==> src/rtl/aig_sweep_pkg.sv <==
// Shared types and constants for the exhaustive 4-input vector sweeper and its MISR.
package aig_sweep_pkg;

  localparam int unsigned MisrWidth = 16;
  localparam int unsigned VecWidth  = 4;
  localparam int unsigned RespWidth = 13;

  // x^16 + x^12 + x^3 + x + 1
  localparam logic [MisrWidth-1:0] PolyDefault = 16'h100B;

  // Last stimulus of a sweep; the edge that applies it moves the FSM to DONE.
  localparam logic [VecWidth-1:0] VecLast = '1;

  typedef enum logic [1:0] {
    StIdle  = 2'b00,
    StSweep = 2'b01,
    StDone  = 2'b10
  } sweep_state_e;

  // One MISR step: shift left, fold the feedback taps in on a carry-out, then
  // XOR in the zero-extended response word.
  function automatic logic [MisrWidth-1:0] misr_step(input logic [MisrWidth-1:0] sig,
                                                     input logic [RespWidth-1:0] din,
                                                     input logic [MisrWidth-1:0] poly);
    logic [MisrWidth-1:0] fb;
    fb = sig[MisrWidth-1] ? poly : '0;
    return {sig[MisrWidth-2:0], 1'b0} ^ fb ^ {{(MisrWidth - RespWidth){1'b0}}, din};
  endfunction

endpackage

==> src/rtl/aig_vector_sweeper_if.sv <==
// Control, stimulus and result bundle between the sweeper and its host/circuit under test.
interface aig_vector_sweeper_if;
  import aig_sweep_pkg::*;

  logic                 start;
  logic                 abort;
  logic [MisrWidth-1:0] golden;
  logic [VecWidth-1:0]  vec;
  logic                 vec_valid;
  logic [RespWidth-1:0] resp;
  logic                 busy;
  logic                 done;
  logic                 pass;
  logic [MisrWidth-1:0] signature;

  // Host / circuit-under-test side.
  modport master (
    output start, abort, golden, resp,
    input  vec, vec_valid, busy, done, pass, signature
  );

  // Sweeper side.
  modport slave (
    input  start, abort, golden, resp,
    output vec, vec_valid, busy, done, pass, signature
  );

endinterface

==> src/rtl/aig_misr.sv <==
// 16-bit multiple-input signature register compacting 13-bit response words.
module aig_misr
  import aig_sweep_pkg::*;
#(
  parameter logic [MisrWidth-1:0] POLY = PolyDefault
) (
  input  logic                 clk,
  input  logic                 rst,
  input  logic                 load,
  input  logic [MisrWidth-1:0] seed,
  input  logic                 en,
  input  logic [RespWidth-1:0] din,
  output logic [MisrWidth-1:0] sig
);

  logic [MisrWidth-1:0] sig_q, sig_d;

  // Next signature: load wins over compaction, otherwise hold.
  always_comb begin
    sig_d = sig_q;
    if (load) begin
      sig_d = seed;
    end else if (en) begin
      sig_d = misr_step(sig_q, din, POLY);
    end
  end

  // Signature register with synchronous clear.
  always_ff @(posedge clk) begin
    if (rst) begin
      sig_q <= '0;
    end else begin
      sig_q <= sig_d;
    end
  end

  assign sig = sig_q;

endmodule

==> src/rtl/aig_vector_sweeper.sv <==
// Applies all 16 input vectors to a 4-in/13-out combinational block, compacts the
// responses in a MISR and compares the final signature against a golden value.
module aig_vector_sweeper
  import aig_sweep_pkg::*;
#(
  parameter logic [MisrWidth-1:0] SEED = 16'hFFFF,
  parameter logic [MisrWidth-1:0] POLY = PolyDefault
) (
  input logic                 clk,
  input logic                 rst,
  aig_vector_sweeper_if.slave bus
);

  sweep_state_e        state_q, state_d;
  logic [VecWidth-1:0] vec_q, vec_d;
  logic                pass_q, pass_d;
  logic                misr_load;
  logic                misr_en;
  logic [MisrWidth-1:0] sig;
  logic                sig_match;

  assign sig_match = (sig == bus.golden);

  // Next-state, stimulus counter and MISR control.
  always_comb begin
    state_d   = state_q;
    vec_d     = vec_q;
    pass_d    = pass_q;
    misr_load = 1'b0;
    misr_en   = 1'b0;
    unique case (state_q)
      StIdle: begin
        // Abort outranks start so a simultaneous pair leaves the sweeper idle.
        if (bus.start && !bus.abort) begin
          state_d   = StSweep;
          vec_d     = '0;
          misr_load = 1'b1;
        end
      end
      StSweep: begin
        // Abort freezes the MISR before the current vector is compacted.
        if (bus.abort) begin
          state_d = StIdle;
        end else begin
          misr_en = 1'b1;
          vec_d   = vec_q + VecWidth'(1);
          if (vec_q == VecLast) begin
            state_d = StDone;
          end
        end
      end
      StDone: begin
        pass_d  = sig_match;
        state_d = StIdle;
      end
      default: begin
        state_d = StIdle;
      end
    endcase
  end

  // FSM, stimulus and verdict registers with synchronous clear.
  always_ff @(posedge clk) begin
    if (rst) begin
      state_q <= StIdle;
      vec_q   <= '0;
      pass_q  <= 1'b0;
    end else begin
      state_q <= state_d;
      vec_q   <= vec_d;
      pass_q  <= pass_d;
    end
  end

  aig_misr #(
    .POLY (POLY)
  ) u_misr (
    .clk  (clk),
    .rst  (rst),
    .load (misr_load),
    .seed (SEED),
    .en   (misr_en),
    .din  (bus.resp),
    .sig  (sig)
  );

  assign bus.vec       = vec_q;
  assign bus.vec_valid = (state_q == StSweep);
  assign bus.busy      = (state_q == StSweep);
  assign bus.done      = (state_q == StDone);
  // Live compare during DONE, then the registered verdict holds afterwards.
  assign bus.pass      = (state_q == StDone) ? sig_match : pass_q;
  assign bus.signature = sig;

endmodule

==> src/flat_wrapper.sv <==
// flat-port wrapper written by rule: the top's interface ports become plain ports
module aig_vector_sweeper_flat import aig_sweep_pkg::*;
#(
  parameter logic [MisrWidth-1:0] SEED = 16'hFFFF,
  parameter logic [MisrWidth-1:0] POLY = PolyDefault
)
  (clk, rst, bus_start, bus_abort, bus_golden, bus_resp, bus_vec, bus_vec_valid, bus_busy, bus_done, bus_pass, bus_signature);
  aig_vector_sweeper_if bus_i ();
  input logic clk;
  input logic rst;
  input wire logic [$bits(bus_i.start)-1:0] bus_start;
  input wire logic [$bits(bus_i.abort)-1:0] bus_abort;
  input wire logic [$bits(bus_i.golden)-1:0] bus_golden;
  input wire logic [$bits(bus_i.resp)-1:0] bus_resp;
  output wire logic [$bits(bus_i.vec)-1:0] bus_vec;
  output wire logic [$bits(bus_i.vec_valid)-1:0] bus_vec_valid;
  output wire logic [$bits(bus_i.busy)-1:0] bus_busy;
  output wire logic [$bits(bus_i.done)-1:0] bus_done;
  output wire logic [$bits(bus_i.pass)-1:0] bus_pass;
  output wire logic [$bits(bus_i.signature)-1:0] bus_signature;
  assign bus_i.start = bus_start;
  assign bus_i.abort = bus_abort;
  assign bus_i.golden = bus_golden;
  assign bus_i.resp = bus_resp;
  assign bus_vec = bus_i.vec;
  assign bus_vec_valid = bus_i.vec_valid;
  assign bus_busy = bus_i.busy;
  assign bus_done = bus_i.done;
  assign bus_pass = bus_i.pass;
  assign bus_signature = bus_i.signature;
  aig_vector_sweeper #(.SEED(SEED), .POLY(POLY)) u_core (.clk(clk), .rst(rst), .bus(bus_i));
endmodule
==> config.mk <==
export PLATFORM = sky130hd
export DESIGN_NAME = aig_vector_sweeper_flat
export DESIGN_NICKNAME = d
export VERILOG_FILES = /design/src/rtl/aig_sweep_pkg.sv /design/src/rtl/aig_vector_sweeper_if.sv /design/src/rtl/aig_misr.sv /design/src/rtl/aig_vector_sweeper.sv /design/src/flat_wrapper.sv
export SDC_FILE = /design/constraint.sdc
export NUM_CORES = 1
export LEC_CHECK = 0
export ABC_AREA = 1
export CORE_UTILIZATION = 30
export CTS_BUF_LIST = sky130_fd_sc_hd__clkbuf_16
export DETAILED_ROUTE_END_ITERATION = 16
export PLACE_DENSITY_LB_ADDON = 0.05
export SLEW_MARGIN = 20
export SYNTH_ARGS = -nofsm -noshare
export SYNTH_HDL_FRONTEND = slang
export SYNTH_SLANG_ARGS = --single-unit
==> constraint.sdc <==
create_clock -name clk -period 2 [get_ports clk]
set_clock_uncertainty 0.15 [all_clocks]
set_input_delay 0.6 -clock clk [delete_from_list [all_inputs] [get_ports clk]]
set_output_delay 0.6 -clock clk [all_outputs]
set_load 0.01 [all_outputs]
Word level (Yosys, flattened, before mapping) --
Index checks and enable logic that the tools add are counted.
Storage, ports and cells: bits in registers 23, input port bits 33, word-level logic and storage cells 36
Cells by class: $add $sub $neg 1, equality and inequality tests 7, mux-type cells 15, bitwise gates (word level) 2, reduce and logical (&&, ||, !) cells 7
Operators by type and width (count):
- two-way mux 16 bit | 2
- equality test 16 bit | 1
- bitwise XOR 16 x 13 -> 16 bit | 1
- bitwise XOR 16 bit | 1
- two-way mux 13 bit | 1
- two-way mux 4 bit | 2
- one-hot mux 4 bit (2 select lines) | 1
- two-way mux 2 bit | 3
- two-way mux 1 bit | 5
- adder 4 x 1 -> 4 bit, second input constant | 1
- equality test 4 bit, second input constant | 1
- one-hot mux 2 bit (2 select lines) | 1
- nonzero test 2 bit | 2
- != test 3 x 2 -> 1 bit, second input constant | 1
- AND reduction 3 bit | 1
- equality test 2 x 1 -> 1 bit, second input constant | 1
- equality test 2 bit, second input constant | 1
- zero test 2 bit | 1
- != test 2 x 1 -> 1 bit, second input constant | 1
- != test 2 bit, second input constant | 1
- AND reduction 2 bit | 1
- logical AND 1 bit | 1
- zero test 1 bit | 1

Longest topological paths before layout --
Gate-level depths: netlist (run 1).
depth after elaboration 5, depth in mapped cells 9, mapped depth without buffers 8

Modules after synthesis --
Synthesis (run 1) repeated with hierarchy kept, for this count alone.
Unflattened totals: cell total of the unflattened synthesis 218, area total of the unflattened synthesis 1604.0 µm²
Modules (own cells, without submodules):
- aig_misr | times used 1, cells each 117, area an instance 979.7 µm²
- aig_vector_sweeper | times used 1, cells each 101, area an instance 624.3 µm²

Worst setup path after synthesis (run 1) --
OpenSTA, ideal clock, no wires.
path type input to output, start point input bus_golden[3], end point output bus_pass, arrival 1.111 ns, data required time 1.250 ns, slack 0.139 ns, stages on the path 7, buffers on the path 0, cells stage by stage inv_1 -> nor2_1 -> nor2_1 -> nand3_1 -> nor2_1 -> nand3_1 -> nand2_1
Between the ends: longest elaborated chain between the ends 2
RTL lines:
- from (decl) | RTL line flat_wrapper.sv:13 | input wire logic [$bits(bus_i.golden)-1:0] bus_golden;
- equality test 16 bit | RTL line aig_vector_sweeper.sv:22 | assign sig_match = (sig == bus.golden);
- two-way mux 1 bit
- to (decl) | RTL line flat_wrapper.sv:19 | output wire logic [$bits(bus_i.pass)-1:0] bus_pass;
Every way passes these cells.

Final worst setup path (run 1) --
start point input bus_golden[1], end point output bus_pass
The elaborated chain is that of the path after synthesis.

==> results of run 1 <==
-- layer usage --
metal / track usage (%) / vias to the layer above / wire length [um]
met1: 23.10 / 652 / 1942
met3: 2.500 / 4 / 161
met4: 6.250 / 0 / 39
met2: 29.17 / 39 / 1773
li1: - / 788 / -
met5: 0 / - / 0
-- power by group through the flow --
stage,Clock [W],Sequential (W),Combinational [W]
final,0.000440,0.000524,0.000412
after global routing,0.000466,0.000529,0.000455
after CTS,0.000442,0.000520,0.000400
after detailed placement,0,0.000528,0.000418
after global placement,0,0.000527,0.000419
after floorplan,0,0.000548,0.000154
-- cell type report --
cell class                      count  area, um2
Inverter                           31      116.4
Timing Repair Buffer              104      903.4
Clock buffer                        3      75.07
Tap cell                           50      62.56
Sequential cell                    23      474.2
Multi-Input combinational cell    125      767.0
Clock inverter                      1      3.754
Fill cell                         410       1713
-- stage by stage --
stage / cells / TNS (ps) / util [%] / cell area (um2)
2_1_floorplan: 185 / 0 / - / 1318
3_3_place_gp: 323 / -977.8 / 53.30 / 2193
3_5_place_dp: 323 / -997.7 / 53.30 / 2193
4_1_cts: 335 / -271.2 / 56.37 / 2320
5_1_grt: 337 / -405.3 / 58.38 / 2402
6_report: 337 / -246.1 / 58.38 / 2402
-- cells by family after synthesis --
group	synth area share, %
simple gates	24.03
fa+ha+maj	0.9495
compound gates	15.86
flops	34.95
xor+xnor	11.97
buf+inv	12.25
-- registers in the layout, indices dropped and copies added, names as in the netlist --
signal,cells
u_core.u_misr.sig,16
u_core.bus.vec,4
u_core.state_q,2
u_core.pass_q,1
-- worst paths after layout --
kind | startpoint | to | slack (ps) | cells after the start
min | u_core.pass_q$_SDFF_PP0_ | u_core.pass_q$_SDFF_PP0_ | 330 | 2
min reg2reg | u_core.pass_q$_SDFF_PP0_ | u_core.pass_q$_SDFF_PP0_ | 330 | 2
max reg2reg | u_core.state_q[0]$_SDFFE_PP0P_ | u_core.pass_q$_SDFF_PP0_ | -80 | 15
max | bus_golden[1] | bus_pass | -140 | 7
-- repair_timing --
action | CTS | global route
resized for setup | 78 | 47
pin swaps | 27 | 26
setup buffers | 9 | 2
endpoints found under the setup margin | 16 | 6
-- cell usage in the layout, fill, tap and decap left out, drive strengths merged, types with 13 or more instances in the layout --
master,netlist,final
nor2,18,18
xnor2,18,18
a21oi,13,13
inv,31,32
dlygate4sd2,0,13
nand2,44,44
dfxtp,23,23
buf,4,58
clkdlybuf4s50,0,22
-- critical path: stages --
cell	delay, ps
buf_2	120
xnor2_2	160
nand3_2	110
nor2_4	120
nand3_2	80
nand2_1	60
buf_2	120
==> out/metrics.csv, run 1 <==
metric;value;unit
status;finished, violations left;
violations;setup timing;
pre_cts_slack;-981.4;ps
grt.total_usage;17.64;%
netSwitchingFraction;27.47;%
fmax;468.1;MHz
ctsHoldBuffers;0;
synth.most_common_cell;nand2_1;
final_antenna_net_count;0;
start_util;32.02;%
total_power;0.001376;W
synth_top_cell_by_area;dfxtp_1;
critPathMaxFanout;2;
start_kind;primary input;
grt_remaining_overflow;0;
ioPinCount;57;
seqPwrFrac;38.1;%
ys_types;25;
yosysTopAreaCellShare;34.95;%
clockBufferDepth;2;
setup_viol;2;
wl_per_cell;11.62;um
cellLeakagePower;1.198;nW
end_kind;output pin;
fp-row-count;23;
yosys-top-cells-count;41 x nand2_1, 29 x inv_1, 23 x dfxtp_1;
dieArea;4661;um2
cts_inserted_buffers;3;
whs;331.8;ps
vias_per_cell;4.401;
vdd.ir_drop.worst;312.8;uV
critPathArrivalTime;1390;ps
maxCapViolCount;0;
ys_seq_area_share;34.95;%
required;1250;ps
cts-root-buf;clkbuf_16;
hold_path_class;register to register;
drcViolationCount;0;
port_buffers;56;
antenna_found_initial;0;
period_minus_slack;2136;ps
p_comb_share;30.0;%
globalplace.congestion;0.7614;
p_per_area;572.8;nW/um2
cts_max_level;1;
cts_tree;done;
firstDrtPassIters;4;
clock_insertion_delay_worst_skew;260;ps
grt_max_degree;13;
dpl.hpwl;2872;um
avgSynthCellArea;7.122;um2
synth_area;1318;um2
die_x;68.27;um
wl;3916;um
synth_nets;219;
coreArea;4115;um2
synth_ff_type;dfxtp_1;
ys_warn_count;0;
ys_async_sr_fraction;0;%
syn_inst;185;
grt_pass1_vias;1334;
num_vias;1483;
slew-limit-headroom;76.97;%
insertedDiodeCount;0;
cts_sinks;23;
drive_gt1_share;38.33;%
rsz0062_at_grt;yes;
syn2layout_area_growth;82.34;%
fin_ws;-136.4;ps
synth_edf_count;0;
drv_slew;0;
crit_type;primary input to output pin;
period_share;106.8;%
first_iter_violations;28;
worstMarginPinSlew;345.0;ps
pwr-share-clk;32.0;%
p_switching;0.0003780;W
final_hold_viol_count;0;
synthTopCellsByArea;dfxtp_1 35%, xnor2_1 12%, nand2_1 12%, inv_1 8.3%, nor2_1 4.8%;
fin_nets;322;
die_h;68.27;um
path_clk_slew;70;ps
ys_ff_latch;23;
intPower;0.0009980;W
grt_pass1_wl;5947;um
Note: power is estimated with default switching activity, not from simulation.
==> run 2, diff against run 1 <==
--- a/config.mk
+++ b/config.mk
@@ -7,7 +7,6 @@
 export LEC_CHECK = 0
 export ABC_AREA = 1
 export CORE_UTILIZATION = 30
-export CTS_BUF_LIST = sky130_fd_sc_hd__clkbuf_16
 export DETAILED_ROUTE_END_ITERATION = 16
 export PLACE_DENSITY_LB_ADDON = 0.05
 export SLEW_MARGIN = 20
==> run 2 against run 1 <==
  * Clock-buffer cell count is 1 higher
  * Register-to-register slack hardly changed
  * Final area is 1.2% lower
  * Sequential cell count stayed put
  * Maximum frequency is 0.13% lower
  * The flow still finishes with violations (setup timing)
  * Total power is 10% lower
  * Final cell count stayed put
  * Global-route usage is 0.18 points lower
==> out/metrics.csv, run 2 (synthesized netlist as in run 1, its figures left out) <==
metric;value;unit;change
port_buffers;56;;unchanged
cts-root-buf;clkbuf_8;;
first_iter_violations;37;;+32%
final_cell_mix;41 x buf_4, 31 x nand2_1, 22 x inv_1, 22 x clkdlybuf4s50_1;;
r2r_cells;15;;unchanged
cts_sinks;23;;unchanged
fp-row-count;23;;unchanged
register_area;481.7;um2;+1.6%
fin_nets;322;;unchanged
clockBufferDepth;2;;unchanged
worstMarginPinSlew;356.0;ps;+11.00 ps
num_vias;1477;;-0.40%
drive_gt1_share;41.11;%;+2.8 points
dieArea;4661;um2;unchanged
dpl.hpwl;2872;um;unchanged
drcViolationCount;0;;unchanged
r2r_end;u_core.pass_q$_SDFF_PP0_;;
syn2layout_area_growth;80.06;%;
crit_type;primary input to output pin;;
fillers;412;;+0.49%
vias_per_cell;4.383;;-0.40%
wl_per_cell;11.46;um;-1.4%
cts_max_level;1;;unchanged
largest_reg_flops;16;;unchanged
period_share;107.0;%;+0.14 points
p_per_area;521.3;nW/um2;-9.0%
grt_remaining_overflow;0;;unchanged
start_kind;primary input;;
pre_cts_slack;-981.4;ps;unchanged
period_minus_slack;2139;ps;+2.787 ps
fin_cells;337;;unchanged
grt_pass1_wl;5892;um;-0.92%
path_clk_slew;90;ps;+20 ps
maxCapViolCount;0;;unchanged
ioPinCount;57;;unchanged
fmax;467.5;MHz;-0.13%
status;finished, violations left;;
fin_ws;-139.2;ps;-2.787 ps
layout_commonest_cell;buf_4;;
rr_startpoint;u_core.state_q[0]$_SDFFE_PP0P_;;
grt.total_usage;17.46;%;-0.18 points
required;1250;ps;about the same
path_cells;buf_2 > xnor2_2 > nand3_2 > nor2_4 > nand3_2 > nand2_1 > buf_2;;
rsz0062_at_grt;yes;;
critPathMaxFanout;2;;unchanged
cts_inserted_buffers;3;;unchanged
slew-limit-headroom;76.24;%;-0.73 points
drv_slew;0;;unchanged
crit_slowest_cell;xnor2_2;;
setup_viol;2;;unchanged
clock_insertion_delay_worst_skew;270;ps;about the same
end_kind;output pin;;
globalplace.congestion;0.7614;;unchanged
cellLeakagePower;1.160;nW;-3.2%
fin_util;57.65;%;-0.73 points
crit_start;bus_golden[1];;
max_stage_delay;170;ps;about the same
firstDrtPassIters;4;;unchanged
hold_path_class;register to register;;
cts_tree;done;;
final_hold_viol_count;0;;unchanged
vdd.ir_drop.worst;254.9;uV;-19%
crit_end;bus_pass;;
r2r_slack;-80;ps;about the same
violations;setup timing;;
die_h;68.27;um;unchanged
critPathArrivalTime;1390;ps;about the same
coreArea;4115;um2;unchanged
dp_cells;323;;unchanged
insertedDiodeCount;0;;unchanged
start_util;32.02;%;unchanged
die_x;68.27;um;unchanged
grt_max_degree;13;;unchanged
grt_pass1_vias;1323;;-0.82%
wl;3862;um;-1.4%
final_antenna_net_count;0;;unchanged
multiInputGateArea;772.0;um2;+0.65%
antenna_found_initial;0;;unchanged
run 2: cell count changes in the layout (fill, tap and decap cells not counted), moves of 2 or more:
| cell | delta |
|---|---|
| inv_2 | +2 |
| clkbuf_16 | -3 |
| dfxtp_1 | -4 |
| nand2_2 | +2 |
| dlygate4sd2_1 | +3 |
| dlymetal6s2s_1 | -2 |
| clkbuf_8 | +3 |
| nand2_1 | -2 |
| inv_1 | -3 |
| buf_6 | -2 |
| dfxtp_2 | +3 |
run 2: worst min-delay path by stage:
| stage | from | to | slack (ps) | cells past startpoint |
|---|---|---|---|---|
| floorplan | u_core.pass_q$_SDFF_PP0_ | u_core.pass_q$_SDFF_PP0_ | 300 | 2 |
| global placement | u_core.pass_q$_SDFF_PP0_ | u_core.pass_q$_SDFF_PP0_ | 340 | 2 |
| detailed placement | u_core.pass_q$_SDFF_PP0_ | u_core.pass_q$_SDFF_PP0_ | 320 | 2 |
| CTS | u_core.pass_q$_SDFF_PP0_ | u_core.pass_q$_SDFF_PP0_ | 330 | 2 |
| global route | u_core.pass_q$_SDFF_PP0_ | u_core.pass_q$_SDFF_PP0_ | 390 | 2 |
| finish | u_core.pass_q$_SDFF_PP0_ | u_core.pass_q$_SDFF_PP0_ | 340 | 2 |
run 2: layer usage:
metal  global-route usage (%)  part of all wire (%)  up-vias
li1                         -                     -      789
met1                    23.18                    49      645
met2                    28.43                    46       38
met3                    2.500                   4.3        5
met4                    6.250                   1.4        0
met5                        0                     0        -
run 2: final cells by class:
| class | count | area share, % |
|---|---|---|
| Multi-Input combinational cell | 125 | 32.54 |
| Timing Repair Buffer | 104 | 37.71 |
| Clock buffer | 4 | 1.899 |
| Sequential cell | 23 | 20.31 |
| Tap cell | 50 | 2.637 |
| Inverter | 31 | 4.905 |
run 2: per-stage QoR:
stage	power, W	setup TNS [ps]	instance area, um2	hold slack [ps]
floorplan	0.0007027	0	1318	301.4
global placement	0.0009456	-977.8	2193	339.9
detailed placement	0.0009459	-997.7	2193	321.1
CTS	0.001223	-253.4	2288	332.6
global route	0.001316	-419.9	2372	391.0
finish	0.001237	-257.1	2372	335.4
run 2: timing repair:
item                                   CTS  global route
setup endpoints to repair               18             7
hold buffers                             0             0
endpoints found under the hold margin    0             0
gates resized for setup                 84            49
pin swaps                               27            27
setup buffers                            9             2
run 2: critical path, delay by kind of cell:
| family | cells | cell delay (ps) |
|---|---|---|
| xor gates and xnor gates | 1 | 170 |
| buffers and inverters | 2 | 240 |
| and+or+nand+nor | 4 | 370 |
run 2: power by group:
group          switching (W)  total [W]  internal, W  leakage, nW
Combinational       0.000177   0.000413     0.000236        0.943
Clock               0.000157   0.000300     0.000143       0.0228
Sequential         0.0000292   0.000524     0.000495        0.194
==> run 3, diff against run 2 <==
--- a/config.mk
+++ b/config.mk
@@ -8,7 +8,7 @@
 export ABC_AREA = 1
 export CORE_UTILIZATION = 30
 export DETAILED_ROUTE_END_ITERATION = 16
-export PLACE_DENSITY_LB_ADDON = 0.05
+export PLACE_DENSITY = 0.65
 export SLEW_MARGIN = 20
 export SYNTH_ARGS = -nofsm -noshare
 export SYNTH_HDL_FRONTEND = slang
==> run 3 against run 2 <==
  * The flow still finishes with violations (setup timing)
  * Critical endpoint unchanged
  * Critical path type unchanged
  * Sequential cell count is the same
  * Maximum frequency grew 1.6%
  * First-iteration DRC count grew 19%
  * Via count shrank 1.7%
  * Total power shrank 1.3%
  * Largest cell class unchanged
  * Final cell count shrank 2.4%
  * Largest power group unchanged
==> out/metrics.csv, run 3 (synthesized netlist as in run 1, its figures left out) <==
metric;value;unit;change
status;finished, violations left;;
violations;setup timing;;
crit_buf_inv;2;;unchanged
r2r_cells;9;;-6
crit_slowest_cell;xnor2_2;;
vias_per_cell;4.413;;+0.70%
num_vias;1452;;-1.7%
ctsHoldBuffers;0;;unchanged
pwr-share-clk;23.8;%;-0.4 points
dieArea;4661;um2;unchanged
insertedDiodeCount;0;;unchanged
fmax;474.8;MHz;+1.6%
firstDrtPassIters;4;;unchanged
hold_path_class;register to register;;
p_comb_share;33.6;%;+0.2 points
vdd.ir_drop.worst;249.1;uV;-2.3%
end_kind;output pin;;
final_hold_viol_count;0;;unchanged
drv_slew;0;;unchanged
grt_util_met2;28.31;%;-0.12 points
seqPwrFrac;42.6;%;+0.2 points
path_clk_slew;80;ps;about the same
path_cells;buf_2 > xnor2_2 > nand3_1 > nor2_1 > nand3_1 > nand2_1 > buf_2;;
cts_tree;done;;
final_antenna_net_count;0;;unchanged
r2r_end;u_core.u_misr.sig[3]$_SDFFE_PP0P_;;
total_power;0.001220;W;-1.3%
coreArea;4115;um2;unchanged
max_stage_delay;130;ps;-40 ps
hp-start;u_core.pass_q$_SDFF_PP0_;;
first_iter_violations;44;;+19%
fp-row-count;23;;unchanged
p_switching;0.0003475;W;-4.3%
clockBufferDepth;2;;unchanged
whs_endpoint;u_core.pass_q$_SDFF_PP0_;;
crit_family;simple AND/OR/NAND/NOR gates;;
clock_insertion_delay_worst_skew;260;ps;about the same
grt-busiest-layer;met2;;
layout_commonest_cell;buf_4;;
use_met3;2.667;%;+0.17 points
rr_startpoint;u_core.state_q[0]$_SDFFE_PP0P_;;
dpl.hpwl;2778;um;-3.3%
crit_type;primary input to output pin;;
start_kind;primary input;;
grt_pass1_vias;1295;;-2.1%
grt_remaining_overflow;0;;unchanged
die_h;68.27;um;unchanged
intPower;0.0008729;W;about the same
setup_viol;1;;-1
ioPinCount;57;;unchanged
slew-limit-headroom;78.18;%;+1.9 points
fin_nets;314;;-2.5%
period_minus_slack;2106;ps;-33.15 ps
hold_depth;2;;unchanged
cellLeakagePower;1.114;nW;-4.0%
fin_setup_tns;-106.0;ps;+151.1 ps
critPathMaxFanout;2;;unchanged
cts_inserted_buffers;3;;unchanged
final_cell_mix;38 x buf_4, 35 x nand2_1, 24 x inv_1, 23 x clkdlybuf4s50_1, 17 x dfxtp_1;;
cts_max_level;1;;unchanged
antenna_found_initial;0;;unchanged
p_per_area;537.7;nW/um2;+3.1%
wl_per_cell;10.78;um;-5.9%
grt_pass1_wl;5499;um;-6.7%
netSwitchingFraction;28.47;%;-0.90 points
port_buffers;56;;unchanged
drcViolationCount;0;;unchanged
wl;3546;um;-8.2%
grt_max_degree;13;;unchanged
cts-root-buf;clkbuf_8;;
rsz0062_at_grt;yes;;
period_share;105.3;%;-1.7 points
gr-usage-met1;19.78;%;-3.4 points
globalplace.congestion;0.7676;;+0.81%
drive_gt1_share;32.62;%;-8.5 points
r2r_slack;400;ps;+480 ps
cts_sinks;23;;unchanged
die_x;68.27;um;unchanged
required;1250;ps;about the same
start_util;32.02;%;unchanged
syn2layout_area_growth;72.27;%;
fin_ws;-106.0;ps;+33.15 ps
maxCapViolCount;0;;unchanged
largest_reg_flops;16;;unchanged
worstMarginPinSlew;327.0;ps;-29.05 ps
grt.total_usage;15.87;%;-1.6 points
pre_cts_slack;-948.2;ps;+33.20 ps
critPathArrivalTime;1360;ps;-30 ps
## run 3: worst max path at each step
stage              startpoint       end  slack, ps  cells after the start
3_5_place_dp   bus_golden[15]  bus_pass       -950                     10
2_1_floorplan   bus_golden[3]  bus_pass        140                      7
3_3_place_gp   bus_golden[15]  bus_pass       -960                     10
4_1_cts         bus_golden[4]  bus_pass       -180                      7
6_report        bus_golden[1]  bus_pass       -110                      7
5_1_grt         bus_golden[3]  bus_pass       -230                      9
## run 3: layout make-up
class / count / area [um2]
Clock buffer: 4 / 45.04
Fill cell: 440 / 1846
Inverter: 31 / 116.4
Multi-Input combinational cell: 125 / 738.2
Sequential cell: 23 / 467.9
Tap cell: 50 / 62.56
Timing Repair Buffer: 96 / 839.6
## run 3: layer usage
layer / up-vias / share of wire [%]
met4: 0 / 0.65
met3: 2 / 4.9
li1: 776 / -
met1: 638 / 48
met5: - / 0
met2: 36 / 46
## run 3: metrics by stage
stage	instances	cell area [um2]	utilization, %	hold slack (ps)
global route	329	2270	55.15	381.5
detailed placement	323	2206	53.60	323.5
CTS	327	2185	53.09	335.3
finish	329	2270	55.15	330.2
floorplan	185	1318	-	301.4
global placement	323	2206	53.60	314.4
## run 3: tightest hold or removal path, cell delays in order (launching register included)
cell	delay [ps]
dfxtp_1	300
nand2_1	80
a21oi_1	60
## run 3: power groups by stage
| stage | sequential (W) | clock, W | combinational [W] |
|---|---|---|---|
| 2_1_floorplan | 0.000548 | 0 | 0.000154 |
| 3_3_place_gp | 0.000526 | 0 | 0.000414 |
| 3_5_place_dp | 0.000527 | 0 | 0.000417 |
| 4_1_cts | 0.000518 | 0.000296 | 0.000392 |
| 5_1_grt | 0.000526 | 0.000323 | 0.000449 |
| 6_report | 0.000520 | 0.000290 | 0.000410 |
## run 3: what timing repair did
item	in CTS	in global routing
setup buffers	0	2
resized for setup	78	30
setup endpoints to repair	17	3
pin swaps	31	25
==> RTL change (flow settings as in run 3) <==
Re-encode `sweep_state_e` (3 states) as one-hot, 3 bits wide.
--- a/src/rtl/aig_sweep_pkg.sv
+++ b/src/rtl/aig_sweep_pkg.sv
@@ -12,8 +12,8 @@
   localparam logic [VecWidth-1:0] VecLast = '1;
 
-  typedef enum logic [1:0] {
-    StIdle  = 2'b00,
-    StSweep = 2'b01,
-    StDone  = 2'b10
+  typedef enum logic [2:0] {
+    StIdle  = 3'b001,
+    StSweep = 3'b010,
+    StDone  = 3'b100
   } sweep_state_e;
 
Formal check against the unedited RTL: same outputs for any inputs over 10 cycles, from zero or initial values and one cycle with rst high; not proved beyond that.
==> RTL change against run 3 <==
The flow still finishes with violations (setup timing). Routed wire length increased by 1.6%. Area after synthesis increased by 4.1%. Cell count decreased by 0.61%. Total power increased by 7.4%. Sequential cell count increased by 1. Sequential share of layout area increased by 0.55 points. Final area increased by 2.4%. Worst setup slack got worse by 0.042 ns. Critical path type unchanged. Highest routed layer unchanged.
==> RTL change: results (changes against run 3) <==
Routed vias: 1443 (was 1452)
HP Start: u_core.bus.vec[1]$_SDFFE_PP0P_ (was u_core.pass_q$_SDFF_PP0_)
First-pass GRT wire length: 6260 µm (was 5500 µm)
Leak: 1.13 nW (was 1.11 nW)
Synth cell types: 29 (was 25)
Nets: 310 (was 314)
Number of global-route vias before repair: 1370 (was 1295)
Largest cells by area after synthesis: dfxtp_1 (35%), xnor2_1 (9.6%), nand2_1 (7.7%) (was dfxtp_1 (35%), xnor2_1 (12%), nand2_1 (12%))
R2r startpoint: u_core.state_q[1]$_SDFFE_PP0P_ (was u_core.state_q[0]$_SDFFE_PP0P_)
Average wire per standard cell: 11.0 µm (was 10.8 µm)
Slowest stage delay, CP: 0.18 ns (was 0.13 ns)
Pint: 0.977 mW (was 0.873 mW)
Met2 usage: 27.3% (was 28.3%)
Synth top cells by count: nand2_1 (28), dfxtp_1 (24), inv_1 (22) (was nand2_1 (41), inv_1 (29), dfxtp_1 (23))
Met3 GRT Util: 1.89% (was 2.67%)
Syn Nets: 213 (was 219)
Post-DP Area: 0.00229 mm² (was 0.00221 mm²)
Sequential element share of the synthesized area: 35.0% (was 34.9%)
Setup ws final: -0.148 ns (was -0.106 ns)
GR Util met1: 20.6% (was 19.8%)
Hold endpoint: u_core.bus.vec[1]$_SDFFE_PP0P_ (was u_core.pass_q$_SDFF_PP0_)
Max VDD drop: 290 µV (was 249 µV)
Largest net degree at the start of global routing: 19 (was 13)
Setup TNS: -0.148 ns (was -0.106 ns)
GRT Total Usage: 15.9% (about the same)
Gpl congestion: 0.761 (was 0.768)
Outcome: finished with violations (unchanged)
Violated checks: setup timing (unchanged)
Worst reg-to-reg setup slack: 0.43 ns (was 0.40 ns)
Layout cell share with drive strength beyond 1: 34.9% (was 32.6%)
Crit path max-delay family: simple AND/OR/NAND/NOR gates (unchanged)
Setup violators final: 1 (unchanged)
Hpwl dp: 2760 µm (was 2780 µm)
Compound-Gate Fraction of Synth Area: 18.6% (was 15.9%)
Worst r2r dst: u_core.u_misr.sig[2]$_SDFFE_PP0P_ (was u_core.u_misr.sig[3]$_SDFFE_PP0P_)
Slowest-stage cell, CP: clkdlybuf4s15_1 (was xnor2_2)
## RTL change: cells by family (layout without fill, tap and decap cells)
logic type,count (synthesis),after routing
adder cells (fa/ha/maj),1,1
AND/OR/NAND/NOR,57,57
flip-flops,24,24
AO/OA/AOI/OAI,42,42
buffers and inverters,31,127
XOR/XNOR,24,24
## RTL change: tightest hold or removal path, delay by kind of cell, from the launching register on
kind            cells  cell delay (ns)
simple gates        1             0.08
flops               1             0.35
compound gates      1             0.05
## RTL change: power groups by stage
stage	Clock [mW]	Combinational [mW]	Sequential, mW
2_1_floorplan	0	0.140	0.561
6_report	0.423	0.355	0.533
4_1_cts	0.430	0.355	0.532
3_3_place_gp	0	0.375	0.540
5_1_grt	0.454	0.390	0.539
3_5_place_dp	0	0.379	0.541
## RTL change: how the worst max path moves through the flow
stage                     slack, ns                           start  endpoint
after floorplan                0.13  u_core.state_q[1]$_SDFFE_PP0P_  bus_pass
after global placement        -0.97                  bus_golden[13]  bus_pass
after detailed placement      -0.97                  bus_golden[13]  bus_pass
after CTS                     -0.20                  bus_golden[15]  bus_pass
after global routing          -0.30                  bus_golden[12]  bus_pass
final                         -0.15                   bus_golden[4]  bus_pass
## RTL change: cell type report
class	instances	area, µm²
Tap cell	52	65.1
Inverter	25	96.3
Sequential cell	24	492
Multi-Input combinational cell	124	779
Clock buffer	3	41.3
Fill cell	444	2060
Timing Repair Buffer	98	820
Clock inverter	1	30.0
## RTL change: routing by layer
layer	up-vias	routed length, µm
met2	27	1780
li1	757	-
met3	4	94
met4	0	36
met5	-	0
met1	655	1690
## RTL change: what timing repair did
item                                   4_1_cts  5_1_grt
buffers inserted                             2        0
pin swaps                                   24       18
setup endpoints to repair                   20        7
gates resized for setup                     76       24
endpoints found under the hold margin        0        0
## RTL change: stage by stage
stage          setup WS [ns]  instances  utilization (%)  power, mW
2_1_floorplan          0.129        179                -      0.701
3_3_place_gp          -0.971        321             52.3      0.914
3_5_place_dp          -0.965        321             52.3      0.919
4_1_cts               -0.203        327             53.0       1.32
5_1_grt               -0.301        327             53.0       1.38
6_report              -0.148        327             53.0       1.31
